==> config.mk <==
export PLATFORM = sky130hd
export DESIGN_NAME = memory_bank_controller
export DESIGN_NICKNAME = d
export VERILOG_FILES = /design/src/rtl/bank_pkg.sv /design/src/rtl/bank_stack.sv /design/src/rtl/memory_bank_controller.sv
export SDC_FILE = /design/constraint.sdc
export NUM_CORES = 1
export LEC_CHECK = 0
export BUFFER_PORTS_ARGS = -buffer_cell sky130_fd_sc_hd__buf_2
export CAP_MARGIN = 20
export CORE_UTILIZATION = 45
export DETAILED_ROUTE_END_ITERATION = 16
export GPL_ROUTABILITY_DRIVEN = 0
export MAX_ROUTING_LAYER = met4
export PLACE_DENSITY = 0.74
export SYNTH_ARGS = -nofsm -noshare
export SYNTH_HDL_FRONTEND = slang
export SYNTH_SLANG_ARGS = --single-unit
export TNS_END_PERCENT = 50
==> constraint.sdc <==
create_clock -name clk -period 2.5 [get_ports clk]
set_clock_uncertainty 0.15 [all_clocks]
set_input_delay 0.5 -clock clk [delete_from_list [all_inputs] [get_ports clk]]
set_output_delay 0.5 -clock clk [all_outputs]
set_load 0.02 [all_outputs]
==> src/rtl/bank_pkg.sv <==
// Shared types for the memory bank controller.
// Bank width, FSM state encoding and request source.
package bank_pkg;

   localparam int BANK_W = 2;

   typedef enum logic [2:0] {
      ST_INIT,
      ST_IDLE,
      ST_DRAIN,
      ST_WRITE,
      ST_SETTLE
   } state_e;

   typedef enum logic [1:0] {
      SRC_CPU,
      SRC_ENTER,
      SRC_EXIT
   } src_e;

endpackage

==> src/rtl/bank_stack.sv <==
// Saved-bank LIFO used for interrupt nesting.
// Push and pop in the same cycle are never issued by the controller.
module bank_stack #(
   parameter int DEPTH = 4,
   parameter int W     = 2
) (
   input  logic         clk,
   input  logic         reset,
   input  logic         push_i,
   input  logic         pop_i,
   input  logic [W-1:0] push_data_i,
   output logic [W-1:0] top_o,
   output logic         full_o,
   output logic         empty_o
);

   localparam int CW = $clog2(DEPTH + 1);
   localparam int AW = (DEPTH > 1) ? $clog2(DEPTH) : 1;

   logic [CW-1:0] cnt_q, cnt_d;
   logic [W-1:0]  mem_q [DEPTH];
   logic [AW-1:0] wr_idx, rd_idx;

   assign wr_idx  = AW'(cnt_q);
   assign rd_idx  = AW'(cnt_q - CW'(1));
   assign full_o  = (cnt_q == CW'(DEPTH));
   assign empty_o = (cnt_q == '0);
   assign top_o   = mem_q[rd_idx];

   always_comb begin
      cnt_d = cnt_q;
      if (push_i && !full_o)
         cnt_d = cnt_q + CW'(1);
      else if (pop_i && !empty_o)
         cnt_d = cnt_q - CW'(1);
   end

   always_ff @(posedge clk or posedge reset) begin
      if (reset)
         cnt_q <= '0;
      else
         cnt_q <= cnt_d;
   end

   always_ff @(posedge clk) begin
      if (push_i && !full_o)
         mem_q[wr_idx] <= push_data_i;
   end

endmodule

==> src/rtl/memory_bank_controller.sv <==
// Sequences bank changes: drain accesses, one selector write, settle.
// Interrupted banks are saved on a LIFO and restored on return.
module memory_bank_controller #(
   parameter int                 BANK_W        = bank_pkg::BANK_W,
   parameter int                 STACK_DEPTH   = 4,
   parameter logic [BANK_W-1:0]  IRQ_BANK      = '0,
   parameter int                 SETTLE_CYCLES = 1
) (
   input  logic              clk,
   input  logic              reset,
   input  logic              cpu_req,
   input  logic [BANK_W-1:0] cpu_bank,
   output logic              cpu_ack,
   input  logic              irq_enter,
   input  logic              irq_exit,
   input  logic              mem_busy,
   output logic              sel_write_en,
   output logic [BANK_W-1:0] sel_in_data,
   output logic [BANK_W-1:0] cur_bank,
   output logic              stall,
   output logic              stack_overflow,
   output logic              stack_underflow
);

   import bank_pkg::*;

   state_e            state_q, state_d;
   src_e              src_q, src_d;
   logic [BANK_W-1:0] target_q, target_d;
   logic [BANK_W-1:0] cur_q, cur_d;
   logic [2:0]        cnt_q, cnt_d;
   logic              pend_en_q, pend_en_d;
   logic              pend_ex_q, pend_ex_d;
   logic              ovf_q, ovf_d;
   logic              unf_q, unf_d;
   logic              ack_same_q, ack_same_d;

   logic              p_enter, p_exit;
   logic              take_en, take_ex;
   logic              push, pop, full, empty;
   logic [BANK_W-1:0] top;
   logic              we, stall_c, ack_c;
   logic [BANK_W-1:0] data_c;

   bank_stack #(
      .DEPTH (STACK_DEPTH),
      .W     (BANK_W)
   ) u_stack (
      .clk         (clk),
      .reset       (reset),
      .push_i      (push),
      .pop_i       (pop),
      .push_data_i (cur_q),
      .top_o       (top),
      .full_o      (full),
      .empty_o     (empty)
   );

   // A pulse arriving in the cycle it is serviced still counts.
   assign p_enter   = pend_en_q | irq_enter;
   assign p_exit    = pend_ex_q | irq_exit;
   assign pend_en_d = p_enter & ~take_en;
   assign pend_ex_d = p_exit & ~take_ex;

   always_comb begin
      state_d    = state_q;
      src_d      = src_q;
      target_d   = target_q;
      cur_d      = cur_q;
      cnt_d      = cnt_q;
      ovf_d      = ovf_q;
      unf_d      = unf_q;
      ack_same_d = 1'b0;
      take_en    = 1'b0;
      take_ex    = 1'b0;
      push       = 1'b0;
      pop        = 1'b0;
      we         = 1'b0;
      data_c     = '0;
      stall_c    = 1'b1;
      ack_c      = 1'b0;
      unique case (state_q)
         ST_INIT: begin
            we      = 1'b1;
            state_d = ST_IDLE;
         end
         ST_IDLE: begin
            stall_c = 1'b0;
            if (p_enter) begin
               take_en  = 1'b1;
               target_d = IRQ_BANK;
               src_d    = SRC_ENTER;
               state_d  = ST_DRAIN;
               if (full) ovf_d = 1'b1;
               else      push  = 1'b1;
            end else if (p_exit) begin
               take_ex = 1'b1;
               if (empty) begin
                  unf_d = 1'b1;
               end else begin
                  pop      = 1'b1;
                  target_d = top;
                  src_d    = SRC_EXIT;
                  state_d  = ST_DRAIN;
               end
            end else if (cpu_req && !ack_same_q) begin
               // ack_same_q masks the request still held during its ack.
               if (cpu_bank == cur_q) begin
                  ack_same_d = 1'b1;
               end else begin
                  target_d = cpu_bank;
                  src_d    = SRC_CPU;
                  state_d  = ST_DRAIN;
               end
            end
         end
         ST_DRAIN: begin
            if (!mem_busy) state_d = ST_WRITE;
         end
         ST_WRITE: begin
            we     = 1'b1;
            data_c = target_q;
            cur_d  = target_q;
            if (SETTLE_CYCLES == 0) begin
               state_d = ST_IDLE;
               ack_c   = (src_q == SRC_CPU);
            end else begin
               state_d = ST_SETTLE;
               cnt_d   = 3'(SETTLE_CYCLES - 1);
            end
         end
         ST_SETTLE: begin
            if (cnt_q == '0) begin
               state_d = ST_IDLE;
               ack_c   = (src_q == SRC_CPU);
            end else begin
               cnt_d = cnt_q - 3'd1;
            end
         end
         default: state_d = ST_INIT;
      endcase
   end

   always_ff @(posedge clk or posedge reset) begin
      if (reset) begin
         state_q    <= ST_INIT;
         src_q      <= SRC_CPU;
         target_q   <= '0;
         cur_q      <= '0;
         cnt_q      <= '0;
         pend_en_q  <= 1'b0;
         pend_ex_q  <= 1'b0;
         ovf_q      <= 1'b0;
         unf_q      <= 1'b0;
         ack_same_q <= 1'b0;
      end else begin
         state_q    <= state_d;
         src_q      <= src_d;
         target_q   <= target_d;
         cur_q      <= cur_d;
         cnt_q      <= cnt_d;
         pend_en_q  <= pend_en_d;
         pend_ex_q  <= pend_ex_d;
         ovf_q      <= ovf_d;
         unf_q      <= unf_d;
         ack_same_q <= ack_same_d;
      end
   end

   // INIT drives a write, so outputs are forced low while reset is held.
   assign sel_write_en    = we & ~reset;
   assign sel_in_data     = reset ? '0 : data_c;
   assign stall           = stall_c & ~reset;
   assign cpu_ack         = (ack_c | ack_same_q) & ~reset;
   assign cur_bank        = cur_q;
   assign stack_overflow  = ovf_q;
   assign stack_underflow = unf_q;

endmodule
**Word-level counts from Yosys, hierarchy flattened**

Memory sizes are Yosys's and may differ from the RTL's.
Index checks and enable logic that the tools add are counted.

- Equality and inequality tests: 14
- Bitwise operators: 12
- Mux-type cells: 47
- Shifts and indexed selects: 0
- Order comparisons: 0
- Multipliers: 0
- Reductions and logical operators: 19
- $add $sub $neg: 3
- Div/mod/pow operators: 0

Operator list:

| cell | number |
|---|---|
| 2-to-1 mux 3 bit | 10 |
| 2-to-1 mux 2 bit | 12 |
| 2-to-1 mux 1 bit | 23 |
| one-hot mux 3 bit (5 select lines) | 1 |
| inequality test 4 bit (second input constant) | 3 |
| zero test 3 bit | 3 |
| AND reduction 4 bit | 2 |
| == test 3 x 2 -> 1 bit (second input constant) | 2 |
| == test 3 bit (second input constant) | 2 |
| inequality test 2 bit (second input constant) | 3 |
| inequality test 3 bit (second input constant) | 2 |
| one-hot mux 3 bit (2 select lines) | 1 |
| subtractor 3 x 1 -> 3 bit (second input constant) | 2 |
| bitwise AND 1 bit | 5 |
| AND reduction 5 bit | 1 |
| inverter 1 bit | 4 |
| nonzero test 2 bit | 2 |
| adder 3 x 1 -> 3 bit (second input constant) | 1 |
| == test 3 x 1 -> 1 bit (second input constant) | 1 |
| logical AND 1 bit | 3 |
| zero test 1 bit | 3 |
| OR 1 bit | 3 |
| AND reduction 3 bit | 1 |
| nonzero test 3 bit | 1 |
| other kinds (4) | 4 |

- Memory bits (read-only): 0
- Bits in latches: 0
- Memories kept: 1
- RAM bits: 8
- Register bits: 20

Memory list:

| memory | depth | bits a word | rd ports | clocked after Yosys merged registers in | write ports | RTL line | RTL |
|---|---|---|---|---|---|---|---|
| u_stack.mem_q | 4 | 2 | 1 | 0 | 1 | bank_stack.sv:21 | `logic [W-1:0] mem_q [DEPTH];` |

**Logic depth before layout (Yosys ltp)**

Gate-level depths: netlist (run 1).

- Word-level depth: 8
- Mapped depth: 7
- Depth with buffers taken out: 6

**By module**

From an unflattened synthesis (run 1), not the netlist that was laid out.

- Cells, all modules: 124
- Area total of the unflattened synthesis: 1427.6 µm²

Modules (own cells, without submodules):

| module | area each (µm²) | times used | cells each | sequential area each (µm²) |
|---|---|---|---|---|
| memory_bank_controller | 842.1 | 1 | 82 | 425.4 |
| bank_stack | 585.6 | 1 | 42 | 315.3 |

**Worst setup path before layout (run 1)**

OpenSTA, ideal clock, no wires.

- Path type: flip-flop to flip-flop
- From: reg u_stack.cnt_q[0]
- To: reg target_q[0]
- Buffers on the path: 1
- Arrival time: 1.851 ns
- Required time: 2.225 ns
- Cell stages (with the launch flop): 8
- Setup slack: 0.374 ns
- Cell sequence: dfrtp_1 -> buf_2 -> inv_1 -> ha_1 -> nor2b_1 -> o21ai_1 -> o21ai_2 -> mux2_4

- Word-level cells in the longest chain between the ends: 5
- Elaborated cells between the ends (all ways): 8
- Classes of those cells: 1 x add/sub; 1 x eq/ne; 3 x mux; 2 x reduce/logical; 1 x memory

RTL lines:

| what | RTL line | RTL |
|---|---|---|
| start, declared | bank_stack.sv:20 | `logic [CW-1:0] cnt_q, cnt_d;` |
| start signal, assigned | bank_stack.sv:42 | `cnt_q <= cnt_d;` |
| subtractor 3 x 1 -> 3 bit | -- |  |
| memory read (4 x 2 bit) | -- |  |
| 2-to-1 mux 2 bit | memory_bank_controller.sv:98 | `if (empty) begin` |
| 2-to-1 mux 2 bit | memory_bank_controller.sv:96 | `end else if (p_exit) begin` |
| 2-to-1 mux 2 bit | memory_bank_controller.sv:89 | `if (p_enter) begin` |
| end signal, assigned | memory_bank_controller.sv:159 | `target_q <= target_d;` |
| end, declared | memory_bank_controller.sv:29 | `logic [BANK_W-1:0] target_q, target_d;` |

Several ways; a longest one is shown, not always the timed one. The select of a mux whose other input is x is not followed.
A chain may end at the register's enable or synchronous reset.

**Final worst setup path (run 1)**

- From: reg state_q[0]
- To: out cpu_ack

- Word-level cells in the longest chain between the ends: 4

RTL lines:

| what | RTL line | RTL |
|---|---|---|
| start, declared | memory_bank_controller.sv:27 | `state_e state_q, state_d;` |
| start signal, assigned | memory_bank_controller.sv:157 | `state_q <= state_d;` |
| == test 3 bit | memory_bank_controller.sv:82 | `unique case (state_q)` |
| 2-to-1 mux 1 bit | memory_bank_controller.sv:82 |  |
| OR 1 bit | memory_bank_controller.sv:174 | `assign cpu_ack = (ack_c \| ack_same_q) & ~reset;` |
| bitwise AND 1 bit | memory_bank_controller.sv:174 |  |
| end, declared | memory_bank_controller.sv:13 | `output logic cpu_ack,` |

Every way passes these cells.

==> summary.txt, run 1 <==
Logic synthesis
  – Largest cells by area after synthesis: dfrtp_1 (35%), edfxtp_1 (17%), ha_1 (6.1%)
  – Yosys warns: 0
  – Post-synth EDFFs: 8
  – Post-Syn Area per Cell: 11.79 um^2
  – Mapped Cells: ~120
  – Flops & latches, synth: 28
  – Syn Std Cell Area: 1426 um^2
  – Cell variety after synth: 43
  – Top cell type's share of synthesized area: 0.3509
  – Main synth FF type: dfrtp_1
  – Synth Net Count: between 100 and 150
  – Yosys top cell by area: dfrtp_1
  – Ys async rst share: 0.7143
  – Register area share after synthesis: 0.5193

STA
  – Period utilisation layout: 0.9597
  – Max transition margin: 0.4664
  – Final Hold Viols: 0
  – Hold Slack: ~0.2 ns
  – Max Slew Vio Count: 0
  – Slew of the pin with the lowest slew margin: 0.7995 ns
  – Tmin final: roughly 2.4 ns
  – RSZ-0062 raised after global routing: no
  – Setup TNS: 0 ns
  – Max Fclk: 0.4168 GHz
  – Endpoints failing setup: 0

CTS
  – Hold buffers post-CTS: 0
  – Clock Path Buffers: 2
  – Clock Tree Root: clkbuf_4
  – TritonCTS clock tree: built
  – H-Tree Depth: 1
  – Worst-path clk slew: approximately 0.15 ns
  – Worst skew pair latency: 0.32 ns
  – CTS sink cnt: 28
  – Number of CTS-inserted buffers: 3

Min path
  – HP Class: in -> async

Floorplanning
  – Die W: 58.30 um
  – Die area: 3399 um^2
  – Initial Util: 0.4711
  – Die height: roughly 60 um
  – Core area: 3028 um^2
  – IO Pins: 17
  – Rows: 20

Critical path
  – Cell family with most CP delay: simple AND/OR/NAND/NOR gates
  – Setup crit start kind: flip-flop
  – Slowest cell delay on critical path: 0.48 ns
  – Arrival time at the worst endpoint: 1.75 ns
  – FF-to-FF Start: u_stack.cnt_q[1]
  – Crit-path cells: or3b_4 > nor4b_2 > nor2_1 > nor2_1 > buf_2
  – Required @ worst endpoint: 1.85 ns
  – Crit path capture type: primary output
  – CP bufs+invs: 1
  – Kind of critical path: reg -> out
  – Worst Path Max Fanout: 8
  – R2R setup slack: 0.42 ns
  – Cells on worst reg2reg path: 7
  – Reg-to-reg endpoint: u_stack.cnt_q[1]
  – Slowest-stage cell, CP: dfrtp_2
  – Crit path top cell by count: nor2_1

Routing
  – Routed via count: 982
  – WL final: 2.706 mm
  – ANT nets after route: 0
  – Wire per inst: 14.55 um
  – DRC violations left: 0
  – DR iter-0 viols: 23
  – Drt pass-1 iters: 4
  – Post-DR vias/cell: about 5.3

Cells and area
  – Reg area: 744.5 um^2
  – Fill cells: 275
  – Area added between synthesis and finish: 12.89%
  – Fin nets: 158
  – Core Util, Final: 0.5318
  – Layout cell share with drive strength beyond 1: 0.2887
  – Area of the multi-input gates: 659.4 um^2
  – ANT cells: 0

GRT
  – Largest net degree at the start of global routing: 21
  – Total track usage: 0.1831
  – Vias in the first global route: 1017
  – First-pass GRT wire length: 4.526 mm
  – Grt total ovfl: 0
  – Antenna violations before repair: 0

Outcome
  – Status: finished clean

Placed design
  – HPWL Detailed: 2.134 mm
  – Port bufs: 16

Flow run
  – Max Cap Viol: 0

Pwr
  – Pleak: 0.6875 nW
  – Cell Pwr Density: 1171 nW/um^2
  – Maximum VDD drop: 0.6006 mV
[worst reg2reg max path: stages (launching register included)]
cell	delay, ns
dfrtp_1	0.40
inv_1	0.11
ha_1	0.25
nor2b_1	0.17
buf_4	0.16
nor4_4	0.39
o21bai_1	0.09
mux2_2	0.26
[power by group]
part	total (W)	switching [W]	internal (W)
Sequential	0.000789	0.000143	0.000646
Clock	0.000185	0.000126	0.0000584
Combinational	0.000911	0.000508	0.000404
[cells in the final DEF, fill, tap and decap left out, types with 3 or more instances in the layout]
cell	n
a21oi_1	5
and2_1	3
buf_2	16
clkbuf_4	3
dfrtp_1	17
dfrtp_2	3
edfxtp_1	8
ha_1	7
inv_1	7
mux2_2	3
nand2_1	4
nor2_1	11
nor2b_1	5
nor4_1	3
xnor2_1	4
[final cells by class]
cell class | count | share of cell area
clock buffers | 3 | 0.01399
multi-input cells | 84 | 0.4095
clock inverters | 1 | 0.002331
flip-flops and latches | 28 | 0.4623
inverters | 8 | 0.01865
repair buffers | 18 | 0.05905
well taps | 44 | 0.03419
[registers in the layout (all words and copies together), names as in the netlist, 2 cells and up]
name           flops
u_stack.cnt_q      3
u_stack.mem_q      8
src_q              2
cnt_q              3
cur_bank           2
state_q            3
target_q           2
[Yosys cell counts (2+ instances only)]
| cell type | number |
|---|---|
| a2111oi_0 | 2 |
| a211oi_1 | 2 |
| a21o_1 | 2 |
| a21oi_1 | 5 |
| and2_1 | 3 |
| dfrtp_1 | 20 |
| edfxtp_1 | 8 |
| ha_1 | 7 |
| inv_1 | 7 |
| mux2_2 | 3 |
| mux2_4 | 2 |
| nand2_1 | 4 |
| nor2_1 | 11 |
| nor2b_1 | 5 |
| nor3b_1 | 2 |
| nor4_1 | 3 |
| o21ai_0 | 2 |
| o21ai_1 | 2 |
| o21bai_1 | 2 |
| o31ai_1 | 2 |
| or2_2 | 2 |
| xnor2_1 | 4 |
[repair_timing]
action	CTS	global route
gates resized for setup	0	5
endpoints found under the setup margin	0	1
buffers inserted	0	0
[metal layers]
layer | share of wire | GRT usage | up-vias | wire [um]
met3 | 0.035 | 0.02418 | 4 | 96
li1 | - | - | 481 | -
met4 | 0.0081 | 0.05782 | 0 | 22
met2 | 0.52 | 0.3235 | 19 | 1412
met5 | 0 | - | - | 0
met1 | 0.43 | 0.2170 | 478 | 1174
[through the flow]
stage / total power [W] / instances / worst slack [ns] / instance area, um^2
6_report: 0.001885 / 186 / 0.1008 / 1610
3_5_place_dp: 0.001704 / 182 / 0.3722 / 1572
2_1_floorplan: 0.001449 / 121 / 0.3741 / 1426
5_1_grt: 0.002041 / 186 / 0.01071 / 1610
3_3_place_gp: 0.001641 / 182 / 0.4197 / 1572
4_1_cts: 0.001891 / 186 / 0.0004167 / 1598
[worst max path at each step]
| stage | startpoint | end | cells past startpoint |
|---|---|---|---|
| detailed placement | state_q[0] | cpu_ack | 5 |
| CTS | state_q[0] | cpu_ack | 5 |
| floorplan | u_stack.cnt_q[0] | target_q[0] | 7 |
| global route | state_q[0] | cpu_ack | 5 |
| global placement | state_q[0] | cpu_ack | 5 |
| finish | state_q[0] | cpu_ack | 5 |
[logic make-up after synthesis]
kind of cell             after synthesis  share of synthesized area
AO/OA/AOI/OAI                         27                     0.1412
XOR/XNOR                               4                    0.02456
adder cells (fa/ha/maj)                7                    0.06140
buffers and inverters                  9                    0.02456
flip-flops                            28                     0.5193
multiplexers                           5                    0.04474
AND/OR/NAND/NOR                       41                     0.1842
No activity file was read; power rests on OpenSTA's default activity.
==> run 2: changes to the inputs <==
--- a/config.mk
+++ b/config.mk
@@ -14,5 +14,6 @@
 export PLACE_DENSITY = 0.74
 export SYNTH_ARGS = -nofsm -noshare
 export SYNTH_HDL_FRONTEND = slang
+export SYNTH_HIERARCHICAL = 1
 export SYNTH_SLANG_ARGS = --single-unit
 export TNS_END_PERCENT = 50
==> run 2 against run 1 <==
Against the previous run: via count increased by 2.0%; routed wire length decreased by 2.8%; combinational power decreased by 2.6%; clock power about the same; maximum frequency increased by 4.3%; flip-flop and latch count unchanged; first-iteration DRC count increased to 4.8 times the previous value; hold slack improved by 0.11 ns; count of clock-buffer cells in the layout unchanged; die area about the same; sequential power decreased by 2%; utilization decreased by 0.17 points.
==> summary.txt, run 2 <==
Pwr
  – Clock share of power: 0.101
  – Tot Pwr: 0.001847 W
  – Sw Share: 0.4072
  – NetSw: 0.0007520 W
  – Pleak: between 0.7 and 0.8 nW
  – Internal: approximately 0.0011 W
  – Maximum VDD drop: about 0.48 mV
  – Cell Pwr Density: 1150 nW/um^2
  – Part of the power in registers: 0.418
  – Combinational power share: 0.480

GRT
  – Grt total ovfl: 0
  – GRT met1 Usage: 0.2110
  – Antenna violations before repair: 0
  – Largest net degree at the start of global routing: 18
  – GR peak layer: met2
  – First-pass GRT wire length: 4.326 mm
  – Met3 usage: 0.02857
  – Vias in the first global route: 990
  – Total track usage: 0.1722
  – M2 GR Usage: 0.3038

Cells and area
  – Commonest cells after routing, fill and taps aside: dfrtp_1 (20), buf_2 (16), nor2_1 (10), inv_1 (9)
  – Fin nets: 163
  – ANT cells: 0
  – Area added between synthesis and finish: 12.45%
  – Core Util, Final: 0.5302
  – Final Cell Area: 1605 um^2
  – Layout cell share with drive strength beyond 1: 0.2260
  – Most common cell after layout, fill and taps aside: dfrtp_1
  – Fill cells: 262
  – Largest register by flop count: u_stack/mem_q
  – Largest register FFs: 8

Min path
  – Worst hold path depth: 3
  – Worst hold start: cpu_req
  – Hold Path End: ack_same_q
  – HP Class: in -> reg

STA
  – Final worst slack: 0.1997 ns
  – Period utilisation layout: 0.9201
  – Slew of the pin with the lowest slew margin: about 0.63 ns
  – Max Fclk: 0.4347 GHz
  – Endpoints failing setup: 0
  – Final Hold Viols: 0
  – Tmin final: 2.300 ns
  – RSZ-0062 raised after global routing: no
  – Max Slew Vio Count: 0
  – Setup TNS: 0 ns
  – Max transition margin: 0.5803

Critical path
  – Cells on worst reg2reg path: 6
  – R2R setup slack: approximately 0.2 ns
  – FF-to-FF Start: u_stack/cnt_q[1]
  – Reg-to-reg endpoint: u_stack/mem_q[0][0]
  – Crit path capture type: flip-flop
  – Setup crit start kind: flip-flop
  – Worst Path Max Fanout: 11
  – CP Launch Point: u_stack/cnt_q[1]
  – Required @ worst endpoint: 2.41 ns
  – Kind of critical path: reg -> reg
  – Arrival time at the worst endpoint: 2.21 ns

CTS
  – Clock Path Buffers: 2
  – CTS sink cnt: 28
  – Post-CTS Resized: 0
  – Worst skew pair latency: around 0.32 ns
  – Clock Tree Root: clkbuf_4
  – TritonCTS clock tree: built
  – Worst-path clk slew: 0.15 ns
  – H-Tree Depth: 1
  – Number of CTS-inserted buffers: 3

Logic synthesis
  – Main synth FF type: dfrtp_1
  – Flops & latches, synth: 28
  – Top cells by count, synth: dfrtp_1 (20), nor2_1 (10), inv_1 (9)
  – Syn Std Cell Area: roughly 1400 um^2
  – Post-Syn Area per Cell: around 12 um^2
  – Mapped Cells: around 120
  – Post-synth EDFFs: 8
  – Synth Net Count: 140
  – Yosys top cell by area: dfrtp_1
  – Yosys warns: 6
  – Largest cells by area after synthesis: dfrtp_1 (35%), edfxtp_1 (17%), ha_1 (7.0%)
  – Register area share after synthesis: 0.5188
  – Ys async rst share: 0.7143
  – Count leader, synth: dfrtp_1
  – Cell variety after synth: 35
  – Top cell type's share of synthesized area: 0.3506

Flow run
  – Max Cap Viol: 0

Placed design
  – Port bufs: 16
  – Dpl ws: 0.2313 ns
  – Placement Cell Area: 1569 um^2
  – HPWL Detailed: 2.079 mm

Floorplanning
  – Rows: 20
  – Initial Util: 0.4715
  – Die W: 58.33 um
  – Core area: 3028 um^2
  – IO Pins: 17
  – Die height: 58.33 um
  – Die area: 3402 um^2

Routing
  – ANT nets after route: 0
  – Drt pass-1 iters: 4
  – Wire per inst: 13.84 um
  – Routed via count: 1002
  – DR iter-0 viols: 110
  – WL final: between 2 and 3 mm
  – DRC violations left: 0
  – Post-DR vias/cell: 5.274

Outcome
  – Status: finished clean
run 2: cell count changes after synthesis, moves of 3 or more:
| cell | before | now |
|---|---|---|
| a21oi_1 | 5 | 1 |
| and2_1 | 3 | 0 |
| and2_2 | 0 | 5 |
| nand2_1 | 4 | 7 |
| nand3_1 | 0 | 4 |
| nand4_1 | 0 | 3 |
| nor2b_1 | 5 | 1 |
| nor3_1 | 0 | 4 |
| nor4_1 | 3 | 0 |
run 2: worst max-delay path by stage:
stage	slack (ns)	endpoint
CTS	0.20	u_stack/mem_q[0][0]
floorplan	0.41	u_stack/mem_q[0][0]
detailed placement	0.23	u_stack/mem_q[0][1]
global placement	0.38	u_stack/mem_q[2][0]
finish	0.20	u_stack/mem_q[0][0]
global route	0.10	u_stack/mem_q[2][0]
run 2: kinds of logic after synthesis:
logic type | count (synthesis) | share of synthesized area
compound gates | 20 | 0.1061
fa+ha+maj | 8 | 0.07012
mux | 6 | 0.06135
flops | 28 | 0.5188
buf+inv | 11 | 0.03505
xor+xnor | 4 | 0.02454
simple gates | 47 | 0.1841
run 2: power groups by stage:
stage	logic, W	registers [W]	clock network [W]
floorplan	0.000636	0.000759	0
global placement	0.000852	0.000773	0
finish	0.000887	0.000773	0.000187
global route	0.000981	0.000798	0.000208
CTS	0.000890	0.000772	0.000190
detailed placement	0.000884	0.000782	0
run 2: timing repair:
| item | in CTS | in global routing |
|---|---|---|
| hold buffers | 1 | 0 |
| setup buffers | 0 | 0 |
| endpoints found under the hold margin | 3 | 0 |
run 2: critical path, cell delays in order, from the launching register on:
cell      delay, ns
dfrtp_1        0.42
inv_1          0.09
ha_1           0.21
and2_2         0.20
nor3_1         0.30
a21boi_2       0.42
and2_2         0.24
run 2: stage by stage:
| step | std cells | hold slack (ns) |
|---|---|---|
| after global routing | 190 | 0.3291 |
| after global placement | 185 | 0.2841 |
| final | 190 | 0.3127 |
| after detailed placement | 185 | 0.2897 |
| after CTS | 190 | 0.3109 |
| after floorplan | 124 | 0.1036 |
run 2: cell type report:
class	instances	area (um^2)	share of cell area
inverters	9	33.78	0.02104
flip-flops and latches	28	740.7	0.4614
multi-input cells	85	636.9	0.3967
clock buffers	3	22.52	0.01403
repair buffers	20	112.6	0.07015
clock inverters	1	3.754	0.002338
well taps	44	55.05	0.03429
run 2: routing by layer:
metal,up-vias,wire length (um)
met5,-,0
met4,0,22
met3,4,69
met2,19,1398
met1,493,1139
li1,486,-
==> run 3: changes to the inputs <==
--- a/config.mk
+++ b/config.mk
@@ -10,8 +10,10 @@
 export CORE_UTILIZATION = 45
 export DETAILED_ROUTE_END_ITERATION = 16
 export GPL_ROUTABILITY_DRIVEN = 0
+export GPL_TIMING_DRIVEN = 0
 export MAX_ROUTING_LAYER = met4
 export PLACE_DENSITY = 0.74
+export SETUP_SLACK_MARGIN = 0.3
 export SYNTH_ARGS = -nofsm -noshare
 export SYNTH_HDL_FRONTEND = slang
 export SYNTH_HIERARCHICAL = 1
==> run 3 against run 2 <==
Against the previous run: critical path depth unchanged; sequential share of layout area decreased by 2.7 points; flip-flop and latch count unchanged; clock power decreased by 2%; total power increased by 6.1%; global-route usage increased by 0.36 points; hold slack got worse by 0.14 ns.
==> summary.txt, run 3 (synthesis gave the netlist of run 2 again) <==
STA
  – Final Hold Viols: 0
  – Endpoints failing setup: 0
  – Tmin final: 2.144 ns
  – Max Slew Vio Count: 0
  – RSZ-0062 raised after global routing: yes
  – Max Fclk: roughly 0.47 GHz
  – Final worst slack: between 0.3 and 0.4 ns
  – Max transition margin: 0.5638
  – Slew of the pin with the lowest slew margin: 0.6535 ns
  – Period utilisation layout: 0.8575
  – Setup TNS: 0 ns

Critical path
  – Required @ worst endpoint: 1.85 ns
  – Crit path capture type: primary output
  – Kind of critical path: reg -> out
  – Setup crit start kind: flip-flop
  – Arrival time at the worst endpoint: around 1.5 ns
  – Worst Path Max Fanout: 4

Cells and area
  – Fin nets: 168
  – Most common cell after layout, fill and taps aside: dfrtp_1
  – Largest register by flop count: u_stack/mem_q
  – Fill cells: 269
  – Largest register FFs: 8
  – Final Cell Area: approximately 1700 um^2
  – Area added between synthesis and finish: 20.07%
  – ANT cells: 0
  – Layout cell share with drive strength beyond 1: 0.3245
  – Commonest cells after routing, fill and taps aside: dfrtp_1 (17), buf_2 (14), nor2_1 (10)
  – Core Util, Final: 0.5661
  – Final std cells w/o fill: 195

Placed design
  – Cell count after placement: 184
  – HPWL Detailed: 1.979 mm
  – Port bufs: 16
  – Dpl ws: 0.1843 ns
  – Placement Cell Area: 1563 um^2

Routing
  – ANT nets after route: 0
  – Post-DR vias/cell: 5.256
  – DRC violations left: 0
  – Routed via count: ~1000
  – Wire per inst: 14.04 um
  – DR iter-0 viols: 45
  – Drt pass-1 iters: 4
  – WL final: 2.738 mm

CTS
  – Clock Path Buffers: 2
  – H-Tree Depth: 1
  – Worst skew pair latency: around 0.32 ns
  – CTS sink cnt: 28
  – Worst-path clk slew: 0.14 ns
  – Clock Tree Root: clkbuf_4
  – TritonCTS clock tree: built
  – Number of CTS-inserted buffers: 3

GRT
  – Largest net degree at the start of global routing: 18
  – Grt total ovfl: 0
  – Vias in the first global route: 957
  – First-pass GRT wire length: approximately 4.3 mm
  – Total track usage: 0.1758
  – Antenna violations before repair: 0

Floorplanning
  – Rows: 20
  – Die height: between 50 and 60 um
  – Die area: 3402 um^2
  – IO Pins: 17
  – Core area: 3028 um^2
  – Initial Util: 0.4715
  – Die W: 58.33 um

Min path
  – HP Class: in -> async

Pwr
  – Maximum VDD drop: ~0.39 mV
  – Cell Pwr Density: 1143 nW/um^2
  – Pleak: 0.7453 nW

Outcome
  – Status: finished clean

Flow run
  – Max Cap Viol: 0
-- run 3: area by class of cell --
class | instances | area [um^2] | area share
plain buffers | 2 | 18.77 | 0.01095
multi-input cells | 85 | 695.7 | 0.4058
well taps | 44 | 55.05 | 0.03212
flip-flops and latches | 28 | 744.5 | 0.4343
repair buffers | 23 | 140.1 | 0.08175
clock buffers | 3 | 22.52 | 0.01314
clock inverters | 1 | 3.754 | 0.002190
inverters | 9 | 33.78 | 0.01971
-- run 3: timing repair --
item / 4_1_cts / 5_1_grt
hold buffers: 1 / 0
setup endpoints to repair: 14 / 13
hold endpoints to repair: 3 / 0
gates resized for setup: 2 / 15
pin swaps: 0 / 3
setup buffers: 1 / 5
-- run 3: per-layer routing --
metal | track usage | wire length [um] | up-vias
met4 | 0.06122 | 21 | 0
met1 | 0.2159 | 1255 | 510
li1 | - | - | 496
met3 | 0.02637 | 66 | 2
met5 | - | 0 | -
met2 | 0.2972 | 1394 | 17
-- run 3: final timing paths --
check                                            to  cells after the start  slack (ns)            from
min in group clk                     stack_overflow                      1        0.32  stack_overflow
max in group asynchronous          u_stack/cnt_q[0]                      3        1.52           reset
worst max-delay path                        cpu_ack                      6        0.36        cnt_q[1]
worst min-delay path                       cnt_q[2]                      2        0.18           reset
worst max register to register  u_stack/mem_q[2][1]                      8        0.39      state_q[2]
worst min register to register       stack_overflow                      1        0.32  stack_overflow
-- run 3: per-stage QoR --
stage          hold slack (ns)  total power, W
2_1_floorplan           0.1036        0.001395
3_3_place_gp            0.2869        0.001562
3_5_place_dp            0.2967        0.001614
4_1_cts                 0.1663        0.001829
5_1_grt                 0.2209        0.002108
6_report                0.1760        0.001960
-- run 3: critical path: stages (launching register included) --
cell,delay [ns]
dfrtp_1,0.40
inv_1,0.09
ha_4,0.15
ha_4,0.15
a41oi_2,0.12
nor2_1,0.11
buf_4,0.15
-- run 3: power by group --
| part | total [W] | switching, W | internal [W] |
|---|---|---|---|
| Combinational | 0.00103 | 0.000542 | 0.000492 |
| Clock | 0.000183 | 0.000125 | 0.0000584 |
| Sequential | 0.000743 | 0.000109 | 0.000634 |
